**src/rtl/sw_debounce.sv**
```systemverilog
// Three-channel switch debouncer: 2-flop synchronizer, per-channel stability counter, optional rising-edge press pulse.
// Build option: define SW_DEBOUNCE_PRESS_EN to build the press-pulse flops; otherwise press is tied low.
module sw_debounce #(
    parameter int unsigned CNT_WIDTH  = 20,
    parameter int unsigned STABLE_CNT = 500000
) (
    input  logic       clk,
    input  logic       rst_n,
    input  logic       sw0,
    input  logic       sw1,
    input  logic       sw2,
    output logic [2:0] db,
    output logic [2:0] press
);

    localparam int unsigned N_CH = 3;
    localparam logic [CNT_WIDTH-1:0] CNT_MAX = CNT_WIDTH'(STABLE_CNT - 1);

    logic [N_CH-1:0]                sw_raw;
    logic [N_CH-1:0]                s1;
    logic [N_CH-1:0]                s2;
    logic [N_CH-1:0][CNT_WIDTH-1:0] cnt;
    logic [N_CH-1:0][CNT_WIDTH-1:0] cnt_nxt;
    logic [N_CH-1:0]                db_nxt;

    assign sw_raw = {sw2, sw1, sw0};

    // Metastability guard; only s2 feeds the debounce logic.
    always_ff @(posedge clk or negedge rst_n) begin
        if (!rst_n) begin
            s1 <= '0;
            s2 <= '0;
        end else begin
            s1 <= sw_raw;
            s2 <= s1;
        end
    end

    // A mismatch must persist STABLE_CNT cycles before db follows; any match clears the count.
    always_comb begin
        cnt_nxt = '0;
        db_nxt  = db;
        for (int i = 0; i < int'(N_CH); i++) begin
            if (s2[i] != db[i]) begin
                if (cnt[i] == CNT_MAX) begin
                    db_nxt[i] = s2[i];
                end else begin
                    cnt_nxt[i] = cnt[i] + CNT_WIDTH'(1);
                end
            end
        end
    end

    always_ff @(posedge clk or negedge rst_n) begin
        if (!rst_n) begin
            cnt <= '0;
            db  <= '0;
        end else begin
            cnt <= cnt_nxt;
            db  <= db_nxt;
        end
    end

`ifdef SW_DEBOUNCE_PRESS_EN
    // Registered alongside db so the pulse coincides with the first high cycle.
    always_ff @(posedge clk or negedge rst_n) begin
        if (!rst_n) begin
            press <= '0;
        end else begin
            press <= db_nxt & ~db;
        end
    end
`else
    assign press = '0;
`endif

endmodule
```
**config.mk**
```make
export PLATFORM = sky130hd
export DESIGN_NAME = sw_debounce
export DESIGN_NICKNAME = d
export VERILOG_FILES = /design/src/rtl/sw_debounce.sv
export SDC_FILE = /design/constraint.sdc
export NUM_CORES = 1
export LEC_CHECK = 0
export ABC_AREA = 1
export CAP_MARGIN = 10
export CORE_MARGIN = 10
export CORE_UTILIZATION = 55
export CTS_BUF_LIST = sky130_fd_sc_hd__clkbuf_16
export CTS_CLUSTER_SIZE = 25
export DETAILED_ROUTE_END_ITERATION = 8
export GPL_TIMING_DRIVEN = 0
export HOLD_SLACK_MARGIN = 0.02
export PLACE_DENSITY_LB_ADDON = 0.08
export SYNTH_ARGS = -nofsm -noshare
export SYNTH_HDL_FRONTEND = slang
export SYNTH_SLANG_ARGS = --single-unit
```
**constraint.sdc**
```tcl
create_clock -name clk -period 1.7 [get_ports clk]
set_clock_uncertainty 0.2 [all_clocks]
set_input_delay 0.17 -clock clk [delete_from_list [all_inputs] [get_ports clk]]
set_output_delay 0.17 -clock clk [all_outputs]
set_load 0.02 [all_outputs]
```
### After elaboration in Yosys (flattened, before gate mapping)

Index checks and enable logic that the tools add are counted.

* register bits after elaboration: 69
* input port bits: 5
* logic and storage cells: 26
* output and inout port bits: 6

* add/sub/neg operators: 3
* equality and inequality tests: 6
* reduce and logical (&&, ||, !) cells: 3
* muxes and demuxes: 6

Operators by type and width (number)
* 20-bit two-way mux: 6
* 20-bit by 1-bit adder with 20-bit output (second input constant): 3
* 20-bit by 19-bit equality test with 1-bit output (second input constant): 3
* 2-bit AND reduction: 3
* 1-bit inequality test: 3

### Depth between registers and ports, before layout

* word-level depth: 3
* gate-level depth with buffers: 9
* gate-level depth less buffers: 9

### Worst setup path after synthesis

No wires, ideal clock.

* kind: reg2reg
* from: register cnt[0] in the netlist's numbering
* to: register cnt[5] in the netlist's numbering
* path buffers: 0
* required time: 1.377 ns
* data arrival time: 1.150 ns
* stages on the path, launching flop included: 7
* slack: 0.227 ns
* library setup time: 0.123 ns
* period minus slack after synthesis: 1.473 ns
* path through: dfrtp_1 -> ha_1 -> nand2_1 -> nor2_1 -> nand3_1 -> nand2_1 -> nor2_1

RTL lines
* from (decl): RTL line 22 `logic [N_CH-1:0][CNT_WIDTH-1:0] cnt;`
* from (signal assigned): RTL line 59 `cnt <= cnt_nxt;`

==> summary.md <==
| Metric | Value |
|---|---|
| Status | finished clean |
| Async SR Flop Fraction | 100% |
| Routed Wire Length | 7.83 mm |
| Via count | 3174 |
| Post-synth top cells | nor2_1, nand2_1, dfrtp_1, inv_1, nand3_1 |
| Mux cell area share after synthesis | 0% |
| Layout cell share with drive strength beyond 1 | 13.7% |
| # rows | 30 |
| Area grow syn2layout | 14.9% |
| CP arrival | 1.66 ns |
| Main synth FF type | dfrtp_1 |
| Post-synthesis simple-gate area fraction | 38.4% |
| Design Area, Final | 4390 um^2 |
| Top Layer Used | met4 |
| WL met2 | 3.71 mm |
| Critical Path RT | 1.76 ns |
| Register bit total from synthesis | 69 |
| Pre-Repair DR Iteration Count | 6 |
| Slew headroom | 43.9% |
| HP Class | in2reg |
| Num CTS Buffers | 9 |
| Fin util | 65.0% |
| Synth cell types | 28 |
| Count of final setup violators | 0 |
| Die width | 103 um |
| Die Footprint | 10700 um^2 |
| RePlAce Congestion | 0.894 |
| Post-route ant nets | 0 |
| Gate Count Post-Synth | 506 |
| Initial Utilization | 56.5% |
| Fmax | 627 MHz |
| RSZ-0062 raised after global routing | no |
| Worst VDD drop | 0.662 mV |
| Top post-synthesis cells by area | dfrtp_1, nor2_1, nand2_1, nand3_1, inv_1 |
| Post-synthesis xor/xnor area fraction | 7.11% |
| Slew @ Worst Pin | 0.841 ns |
| CTS tree | built |
| Synth Area in Compound Gates | 2.55% |
| Number of global-route vias before repair | 2927 |
| Initial DRC Count | 111 |
| Routed met1 length | 3.65 mm |
| Final Hold Fails | 0 |
| Ports | 11 |
| Post-synth EDFFs | 0 |
| PortBufs | 7 |
| Antenna Cells | 0 |
| Total GRT Usage | 15.9% |
| Crit Path Category | reg2reg |
| Worst-path maximum fanout | 4 |
| Final nets | 536 |
| CTS sink count | 69 |
| HPWL Detailed | 5.71 mm |
| Top-count cell post-synth | nor2_1 |
| MaxCap Viol Count | 0 |
| Clock latency on the worst-skew pair | 0.33 ns |
| First-pass GRT wire length | 13.4 mm |
| Clk slew on worst S/H paths | 0.06 ns |
| CTS HTree Levels | 3 |
| Synth top area share | 45.2% |
| Syn_area_per_cell | 7.55 um^2 |
| Largest net degree at the start of global routing | 70 |
| Root Driver | clkbuf_16 |
| Routed len/inst | 12.8 um |
| Via density | 5.18 |
| Antenna violations before repair | 0 |
| Core ar. | 6760 um^2 |
| Final period util | 93.8% |
| PD cells | 833 nW/um^2 |
| Drt drc | 0 |
| Overflow after GRT | 0 |
| Tmin final | 1.59 ns |
| Die Y | 103 um |
| Critical Path End Type | flop |
| WL met3 | 390 um |
| Post-synth top area cell | dfrtp_1 |
| Largest family of logic cells by synthesized area | simple AND/OR/NAND/NOR gates |
| Slew Viols, Final | 0 |
| Pleak | 1.84 nW |
| Post-DP Area | 4000 um^2 |
| Yosys warns | 0 |
| CTS max path bufs | 2 |
| Worst setup SP type | flop |
| Synthesized cell area | 3820 um^2 |
| Post-synthesis sequential area ratio | 45.2% |
| Synth Area in Adders | 0.983% |
## per-layer routing
layer | GRT usage (%) | vias up
li1 | - | 1618
met1 | 20.0 | 1467
met2 | 25.4 | 80
met3 | 5.12 | 9
met4 | 4.60 | 0
met5 | 0 | -
## worst max-delay path, stage by stage, from the launching register on
cell	delay [ns]
dfrtp_1	0.37
ha_1	0.22
nand3_2	0.15
inv_2	0.13
nand2_4	0.07
nor2_4	0.11
nand2_1	0.07
nand2_1	0.06
nand2_1	0.06
nor2_2	0.08
## cells by family after synthesis
| logic type | Yosys count |
|---|---|
| XOR/XNOR | 31 |
| other | 1 |
| buffers and inverters | 54 |
| flip-flops | 69 |
| adder cells (fa/ha/maj) | 3 |
| AND/OR/NAND/NOR | 329 |
| AO/OA/AOI/OAI | 19 |
## layout by cell type (no fill, tap or decap), types with 3 or more instances in the layout
cell,n
buf_4,5
nand2_2,10
dlygate4sd2_1,3
xnor2_1,13
nor3_1,7
nor3b_1,3
nor2_4,7
xor2_2,3
xor2_1,15
nand4_1,8
nand3_2,5
dfrtp_1,68
nor2_2,15
nor2_1,125
nand3b_1,4
inv_2,3
o21ai_0,9
inv_1,46
nand2_1,102
clkdlybuf4s50_1,3
conb_1,3
nand3_1,35
a21oi_1,7
clkbuf_16,9
nand2_4,3
## stage by stage
step | setup slack, ns | total power, W | setup TNS, ns | cells | hold slack [ns]
5_1_grt | 0.00130 | 0.00382 | 0 | 613 | 0.0667
3_3_place_gp | -2.04 | 0.00184 | -140.46 | 595 | 0.134
4_1_cts | 0.00285 | 0.00372 | 0 | 612 | 0.0692
6_report | 0.105 | 0.00366 | 0 | 613 | 0.0788
2_1_floorplan | 0.227 | 0.00178 | 0 | 508 | -0.326
3_5_place_dp | -0.0660 | 0.00184 | -0.340 | 595 | 0.133
## flip-flops by register name, summed over array words and instances (netlist names)
register / cells
cnt: 60
db: 3
s1: 3
s2: 3
## area by class of cell
cell class	instances	area [um^2]
fillers	589	2370
multi-input cells	385	1970
flip-flops and latches	69	1730
clock buffers	9	225
inverters	49	184
well taps	80	100
repair buffers	9	81.3
clock inverters	7	73.8
plain buffers	5	32.5
## final timing paths
kind	depth (start not counted)	end	startpoint	slack, ns
worst max register to register	9	cnt[38]$_DFF_PN0_	cnt[20]$_DFF_PN0_	0.11
min in group asynchronous	2	cnt[29]$_DFF_PN0_	rst_n	0.29
worst min-delay path	1	s1[1]$_DFF_PN0_	sw1	0.08
worst max-delay path	9	cnt[38]$_DFF_PN0_	cnt[20]$_DFF_PN0_	0.11
max in group asynchronous	2	cnt[28]$_DFF_PN0_	rst_n	0.43
worst min register to register	0	s2[2]$_DFF_PN0_	s1[2]$_DFF_PN0_	0.15
## power breakdown
group,internal (W),switching (W)
clock,0.00114,0.000705
sequential,0.00167,0.0000190
combinational,0.0000392,0.0000897
## timing repair
action                                  4_1_cts  5_1_grt
resized for setup                             5       22
endpoints found under the setup margin        9       36
hold endpoints to repair                     69        0
pin swaps                                     0        2
hold buffers                                  1        0
buffers inserted                              0        1
Note: power is estimated with default switching activity, not from simulation.
